--- src/rtl/mem_request_ctrl.sv ---
// rtl/mem_request_ctrl.sv - arbitrates core fetch and load/store requests onto the single-ported ram
module mem_request_ctrl #(
    parameter int ADDR_W        = 5,
    parameter int DATA_W        = 32,
    parameter int DM_LATENCY    = 2,
    parameter int FETCH_TIMEOUT = 15
) (
    input  logic              clk,
    input  logic              nRst,
    input  logic              imem_req,
    input  logic [ADDR_W-1:0] imem_addr,
    input  logic              dmem_read,
    input  logic              dmem_write,
    input  logic [ADDR_W-1:0] dmem_addr,
    input  logic [DATA_W-1:0] dmem_wdata,
    output logic [DATA_W-1:0] instr,
    output logic [DATA_W-1:0] dmem_rdata,
    output logic              imem_ack,
    output logic              dmem_ack,
    output logic              fetch_err,
    output logic              stall,
    output logic              ram_read_enable,
    output logic              ram_write_enable,
    output logic [ADDR_W-1:0] ram_address_IM,
    output logic [ADDR_W-1:0] ram_address_DM,
    output logic [DATA_W-1:0] ram_data_in,
    input  logic [DATA_W-1:0] ram_data_out,
    input  logic [DATA_W-1:0] ram_instr_out,
    input  logic              ram_pc_enable
);

    localparam logic [DATA_W-1:0] NOP        = DATA_W'(32'h0000_0013);
    localparam logic [7:0]        DM_LAST    = 8'(DM_LATENCY - 1);
    localparam logic [7:0]        FETCH_LAST = 8'(FETCH_TIMEOUT - 1);

    typedef enum logic [1:0] {IDLE, DATA, FETCH} state_t;

    state_t     state;
    logic [7:0] cnt;

    // Enables are registered and set on the entry edge, so they are high for
    // every cycle spent in DATA/FETCH and low in IDLE.
    always_ff @(posedge clk or negedge nRst) begin
        if (!nRst) begin
            state            <= IDLE;
            cnt              <= '0;
            instr            <= NOP;
            dmem_rdata       <= '0;
            imem_ack         <= 1'b0;
            dmem_ack         <= 1'b0;
            fetch_err        <= 1'b0;
            ram_read_enable  <= 1'b0;
            ram_write_enable <= 1'b0;
            ram_address_IM   <= '0;
            ram_address_DM   <= '0;
            ram_data_in      <= '0;
        end else begin
            imem_ack  <= 1'b0;
            dmem_ack  <= 1'b0;
            fetch_err <= 1'b0;
            case (state)
                IDLE: begin
                    if (dmem_read || dmem_write) begin
                        state            <= DATA;
                        cnt              <= '0;
                        ram_address_DM   <= dmem_addr;
                        ram_data_in      <= dmem_wdata;
                        ram_write_enable <= dmem_write;
                        ram_read_enable  <= ~dmem_write;
                    end else if (imem_req) begin
                        state           <= FETCH;
                        cnt             <= '0;
                        ram_address_IM  <= imem_addr;
                        ram_read_enable <= 1'b1;
                    end
                end
                DATA: begin
                    if (cnt == DM_LAST) begin
                        if (!ram_write_enable)
                            dmem_rdata <= ram_data_out;
                        dmem_ack         <= 1'b1;
                        state            <= IDLE;
                        cnt              <= '0;
                        ram_read_enable  <= 1'b0;
                        ram_write_enable <= 1'b0;
                        ram_data_in      <= '0;
                    end else begin
                        cnt <= cnt + 8'd1;
                    end
                end
                FETCH: begin
                    // A pc_enable arriving on the timeout edge still counts as success.
                    if (ram_pc_enable) begin
                        instr           <= ram_instr_out;
                        imem_ack        <= 1'b1;
                        state           <= IDLE;
                        cnt             <= '0;
                        ram_read_enable <= 1'b0;
                    end else if (cnt == FETCH_LAST) begin
                        instr           <= NOP;
                        imem_ack        <= 1'b1;
                        fetch_err       <= 1'b1;
                        state           <= IDLE;
                        cnt             <= '0;
                        ram_read_enable <= 1'b0;
                    end else begin
                        cnt <= cnt + 8'd1;
                    end
                end
                default: begin
                    state            <= IDLE;
                    cnt              <= '0;
                    ram_read_enable  <= 1'b0;
                    ram_write_enable <= 1'b0;
                    ram_data_in      <= '0;
                end
            endcase
        end
    end

    // In the ack cycle the acknowledged request is not considered pending.
    assign stall = (state != IDLE) ||
                   (imem_req && !imem_ack) ||
                   ((dmem_read || dmem_write) && !dmem_ack);

endmodule

--- config.mk ---
export PLATFORM = sky130hd
export DESIGN_NAME = mem_request_ctrl
export DESIGN_NICKNAME = d
export VERILOG_FILES = /design/src/rtl/mem_request_ctrl.sv
export SDC_FILE = /design/constraint.sdc
export NUM_CORES = 1
export LEC_CHECK = 0
export ABC_AREA = 1
export BUFFER_PORTS_ARGS = -buffer_cell sky130_fd_sc_hd__buf_2
export CORE_ASPECT_RATIO = 0.7
export CORE_MARGIN = 2
export CORE_UTILIZATION = 42
export CTS_CLUSTER_SIZE = 28
export DETAILED_ROUTE_END_ITERATION = 10
export PLACE_DENSITY = 0.82
export SYNTH_ARGS = -nofsm -noshare
export SYNTH_HDL_FRONTEND = slang
export SYNTH_SLANG_ARGS = --single-unit
--- constraint.sdc ---
create_clock -name clk -period 1.37 [get_ports clk]
set_input_delay 0.274 -clock clk [delete_from_list [all_inputs] [get_ports clk]]
set_output_delay 0.274 -clock clk [all_outputs]
set_load 0.1 [all_outputs]
# Yosys cells after proc, flatten, opt, wreduce, memory -nomap -nowiden
# Cells that the tools add are included.
# word_totals
register_bits	121
latch_bits	0
ramBits	0
rom_bits	0
input_bits	112
out_inout_bits	112
elab_cells	73
memories	0
# op_classes
n_addsub	1
n_mul	0
n_div	0
n_lt_le_gt_ge	0
eq_ne	8
shifts	0
n_mux	32
bitwise	4
reduce_logical	16
# op_table
cell	count
$mux 32	4
$pmux 32 s3	1
$mux 8	5
$pmux 8 s3	1
$mux 1	13
$reduce_and 3->1	4
$mux 2	5
$add 8x1->8 const B	1
$eq 8x1->1 const B	1
$eq 8x4->1 const B	1
$ne 3x3->1 const B	2
$pmux 1 s3	2
$pmux 2 s3	1
$ne 2x2->1 const B	2
$not 1->1	4
$reduce_and 2->1	2
$reduce_bool 2->1	2
$logic_or 1x1->1	3
$eq 2x1->1 const B	1
$eq 2x2->1 const B	1
$logic_and 1x1->1	2
$logic_not 1->1	2
$logic_not 2->1	1

# Logic depth before layout (Yosys ltp)
# depth
ltp_word	4
ltp_mapped	11
depth_no_buf	9

# Worst setup path before layout
# Ideal clock, no wire load.
# synth_path
path_kind	reg-to-output
from	register dmem_ack
to	output port stall
arrival_time_ns	2.460
required_time_ns	1.096
setup_slack_ns	-1.364
stages_incl_launch_ff	2
n_path_buf	0
cell_sequence	dfrtp_1 o221ai_1
# synth_via
elab_chain_len	3
# synth_rtl
element	line	source
from (decl)	19	output logic dmem_ack,
from (signal assigned)	50	dmem_ack <= 1'b0;
from (signal assigned)	59	dmem_ack <= 1'b0;
from (signal assigned)	81	dmem_ack <= 1'b1;
$logic_not 1->1	124	((dmem_read || dmem_write) && !dmem_ack);
$logic_and 1x1->1	124	
$logic_or 1x1->1	123	(imem_req && !imem_ack) ||
to (decl)	21	output logic stall,
# No other way between the ends.

# Worst setup path after layout
# layout_path
from	register state[0]
to	register ram_data_in[0]
# layout_via
elab_chain_len	3
word_cells_on_any_way	8
cone_classes	eq/ne: 4; mux: 1; bitwise: 1; reduce/logical: 2
# layout_rtl
element	line	source
from (decl)	38	state_t state;
from (signal assigned)	45	state <= IDLE;
from (signal assigned)	64	state <= DATA;
from (signal assigned)	71	state <= FETCH;
$eq 2x1->1, or another cell as far along	61	case (state)
$ne 2x2->1 (no source line) / $not 1->1 (equally long branches)	-	
$reduce_and 3->1 (no source line)	-	
to (signal assigned)	67	ram_data_in <= dmem_wdata;
to (decl)	26	output logic [DATA_W-1:0] ram_data_in,
# Several ways; a longest one is shown, not always the timed one.
# A chain may end at the register's enable or synchronous reset.

==> flow_summary_export.csv <==
group,metric,value,unit
outcome,outcome,"finished, violations left",
outcome,violations,"setup timing",
final_layout,nets,964,
synthesis,synth_warnings,0,
cts,clk_pin_slew,60,ps
floorplanning,design.core.area,0.0116,sq mm
synthesis,synth_cell_types,26,
timing,hold_viol,0,
routing,via_per_inst,5.10,
routing,wire_per_inst,18.5,um
floorplanning,dieArea,0.0128,sq mm
run,maxCapViolCount,0,
synthesis,yosys_register_bits,121,
floorplanning,die_w,134,um
synthesis,synth-compound-area-share,0.0171,
routing,vias,5180,
worst_setup_path,crit_chain,"inv_2, buf_4, ha_4, inv_2, buf_4, nand2_4, nor2_4, buf_6, buf_12, buf_16, nand2_1, nand2_1",
synthesis,synth_fa_ha_area_frac,0.0151,
cts,numCtsBuffers,17,
synthesis,synth_top_area_frac,0.593,
worst_setup_path,cp_slowest_cell,"dfrtp_1",
floorplanning,die-height,95.1,um
synthesis,synth_xor_area_frac,0.00703,
worst_setup_path,critPathKind,"flip-flop to flip-flop",
final_layout,stdcell_count,1015,
synthesis,synthCells,549,
final_layout,multi_input_comb_area,0.00268,sq mm
timing,rsz0062_at_grt,"true",
final_layout,fillers,595,
global_route,grt_pass1_vias,5089,
final_layout,layout-drive-gt1-share,0.635,
final_layout,fin_area,0.00959,sq mm
placement,dp.cells,941,
global_route,grt_max_degree,41,
global_route,grt_usage,0.265,
synthesis,synth_top_family_by_area,"simple AND/OR/NAND/NOR gates",
routing,firstDrtPassIters,5,
cts,cts_tree,"built",
timing,drv_slew,0,
placement,gp_congestion,0.799,
cts,clk_latency,400,ps
floorplanning,num_rows,33,
worst_setup_path,cp_max_fo,8,
worst_setup_path,worst_setup_path_end_kind,"flip-flop",
timing,setup_violations,124,
timing,fin_tns_setup,-18520,ps
worst_setup_path,cpPeakStageDelay,400,ps
timing,worst_slack,-303,ps
cts,clockBufferDepth,2,
placement,port_buffers,223,
cts,root_buffer,"clkbuf_16",
global_route,grt_pass1_wl,26000,um
synthesis,yosys-mux-area-fraction,0.0113,
final_layout,syn2layout_area_growth,92.5,%
worst_setup_path,arrival,1960,ps
timing,period_minus_slack,1670,ps
cts,h-tree-depth,4,
timing,maxSlewHeadroom,0.745,
floorplanning,initial_core_util,0.428,
routing,drc,0,
synthesis,synth.avg_cell_area,9.07,sq um
worst_setup_path,critPathLaunchType,"flip-flop",
timing,maxClockFrequency,598,MHz
final_layout,num_antenna_cells,0,
synthesis,synth_area_leaders,"dfrtp_1, nand2_1, nand3_1, dfstp_2, buf_6",
timing,finalCritPeriodShare,1.22,
worst_setup_path,path_buf_inv,7,
worst_setup_path,critPathTopFamily,"buffers and inverters",
routing,drt_iter0_drc,226,
synthesis,synth_largest_area_cell,"dfrtp_1",
synthesis,synth_nets,667,
synthesis,synthSimpleGateAreaFrac,0.293,
worst_setup_path,cp.required,1650,ps
final_layout,seqCellArea,0.00304,sq mm
timing,tightest_slew,382,ps
timing,fin_hold_ws,76.0,ps
hold_path,worst_hold_path_type,"input pin to flip-flop",
synthesis,syn_area,0.00498,sq mm
cts,cts.sinks,121,
routing,routed_wl,18800,um
synthesis,ys_seq_area_frac,0.609,
timing,finClkSkew,6.97,ps
floorplanning,io_pins,224,
routing,ant_nets,0,
global_route,antenna_found_initial,0,
placement,dpl-instance-area,0.00689,sq mm
placement,dpl.hpwl,9630,um
global_route,grt.overflow.total,0,
## flip-flops by register name, indices dropped and copies added, names as in the netlist
signal and flops:
ram_data_in 32, dmem_rdata 32, ram_read_enable 1, dmem_ack 1, ram_write_enable 1, state 2, ram_address_DM 5, instr 32
imem_ack 1, cnt 8, ram_address_IM 5, fetch_err 1
## per-layer routing
metal / wire (um) / vias to the layer above / track usage
met5: 0 / - / 0
met4: 576 / 0 / 0.0921
met3: 1540 / 45 / 0.0861
met2: 9550 / 274 / 0.459
met1: 7140 / 2538 / 0.316
li1: - / 2323 / -
## cells by family (layout without fill, tap and decap cells)
group	count (synthesis)	after routing
multiplexers	5	5
flip-flops	121	121
adder cells (fa/ha/maj)	6	6
AO/OA/AOI/OAI	15	15
AND/OR/NAND/NOR	361	364
buffers and inverters	37	343
XOR/XNOR	4	4
## cell usage in the layout, fill, tap and decap left out, types with 4 or more instances in the layout
master      Yosys  final
nand2_1       284    138
dfrtp_1       118    112
buf_2           6    110
nand2_2         4    103
buf_6           7     73
buf_4           5     49
buf_12          0     45
nand2_4         1     42
nand3_1        46     33
clkbuf_16       0     19
nor2_1         19     13
nand3_2         0     11
nand2_8         0      9
buf_8           0      9
inv_2           0      6
inv_1          15      6
clkinvlp_4      0      6
ha_4            0      6
nor2_2          4      5
nor2_4          0      5
mux2_2          5      5
o21ai_1         0      4
a21oi_2         0      4
buf_16          0      4
dfrtp_2         0      4
## what timing repair did
| item | 4_1_cts | 5_1_grt |
|---|---|---|
| resized for setup | 308 | 177 |
| hold buffers | 1 | 0 |
| setup endpoints to repair | 203 | 185 |
| pin swaps | 53 | 30 |
| endpoints found under the hold margin | 118 | 0 |
| cloned | 15 | 2 |
| setup buffers | 26 | 9 |
## worst min-delay path, stage by stage
cell     delay, ps
buf_2           70
nand2_1         40
nand2_1         50
## cell usage after synthesis
cell and instances:
o21ai_0 8, o221ai_1 1, dfstp_2 3, nand4_1 1, or2_2 1, dfrtp_1 118, o21bai_1 1, nand2_4 1
o21ai_2 1, buf_2 6, ha_1 6, nand2_2 4, nand2_1 284, buf_6 7, xnor2_1 1, nor2_2 4
nor2_1 19, nand3_1 46, mux2_2 5, xor2_1 3, clkbuf_8 2, buf_4 5, clkbuf_1 2, nor3b_4 1
a21oi_1 4, inv_1 15
## path summary, 6_finish.rpt
| kind | startpoint | endpoint | slack, ps | cells past startpoint |
|---|---|---|---|---|
| min in group asynchronous | nRst | ram_data_in[20] | 290 | 2 |
| setup / recovery | state[0] | ram_data_in[0] | -300 | 12 |
| hold / removal | dmem_wdata[25] | ram_data_in[25] | 80 | 3 |
| setup reg to reg | state[0] | ram_data_in[0] | -300 | 12 |
| hold reg to reg | ram_data_in[25] | ram_data_in[25] | 480 | 2 |
| max in group asynchronous | nRst | instr[1] | 550 | 3 |
## layout make-up
class | instances | area share
Multi-Input combinational cell | 394 | 0.280
Clock inverter | 14 | 0.0158
Tap cell | 157 | 0.0205
Timing Repair Buffer | 294 | 0.311
Inverter | 15 | 0.00731
Clock buffer | 17 | 0.0444
Sequential cell | 121 | 0.317
Timing Repair inverter | 3 | 0.00405
## stage by stage
stage	worst slack (ps)	util
after floorplan	-167	-
after global placement	-200	0.592
after detailed placement	-216	0.592
after CTS	-291	0.769
after global routing	-362	0.823
final	-303	0.823
Power is not shown: default switching activity piles up to over one toggle a cycle in this logic, so the estimate is an artifact.
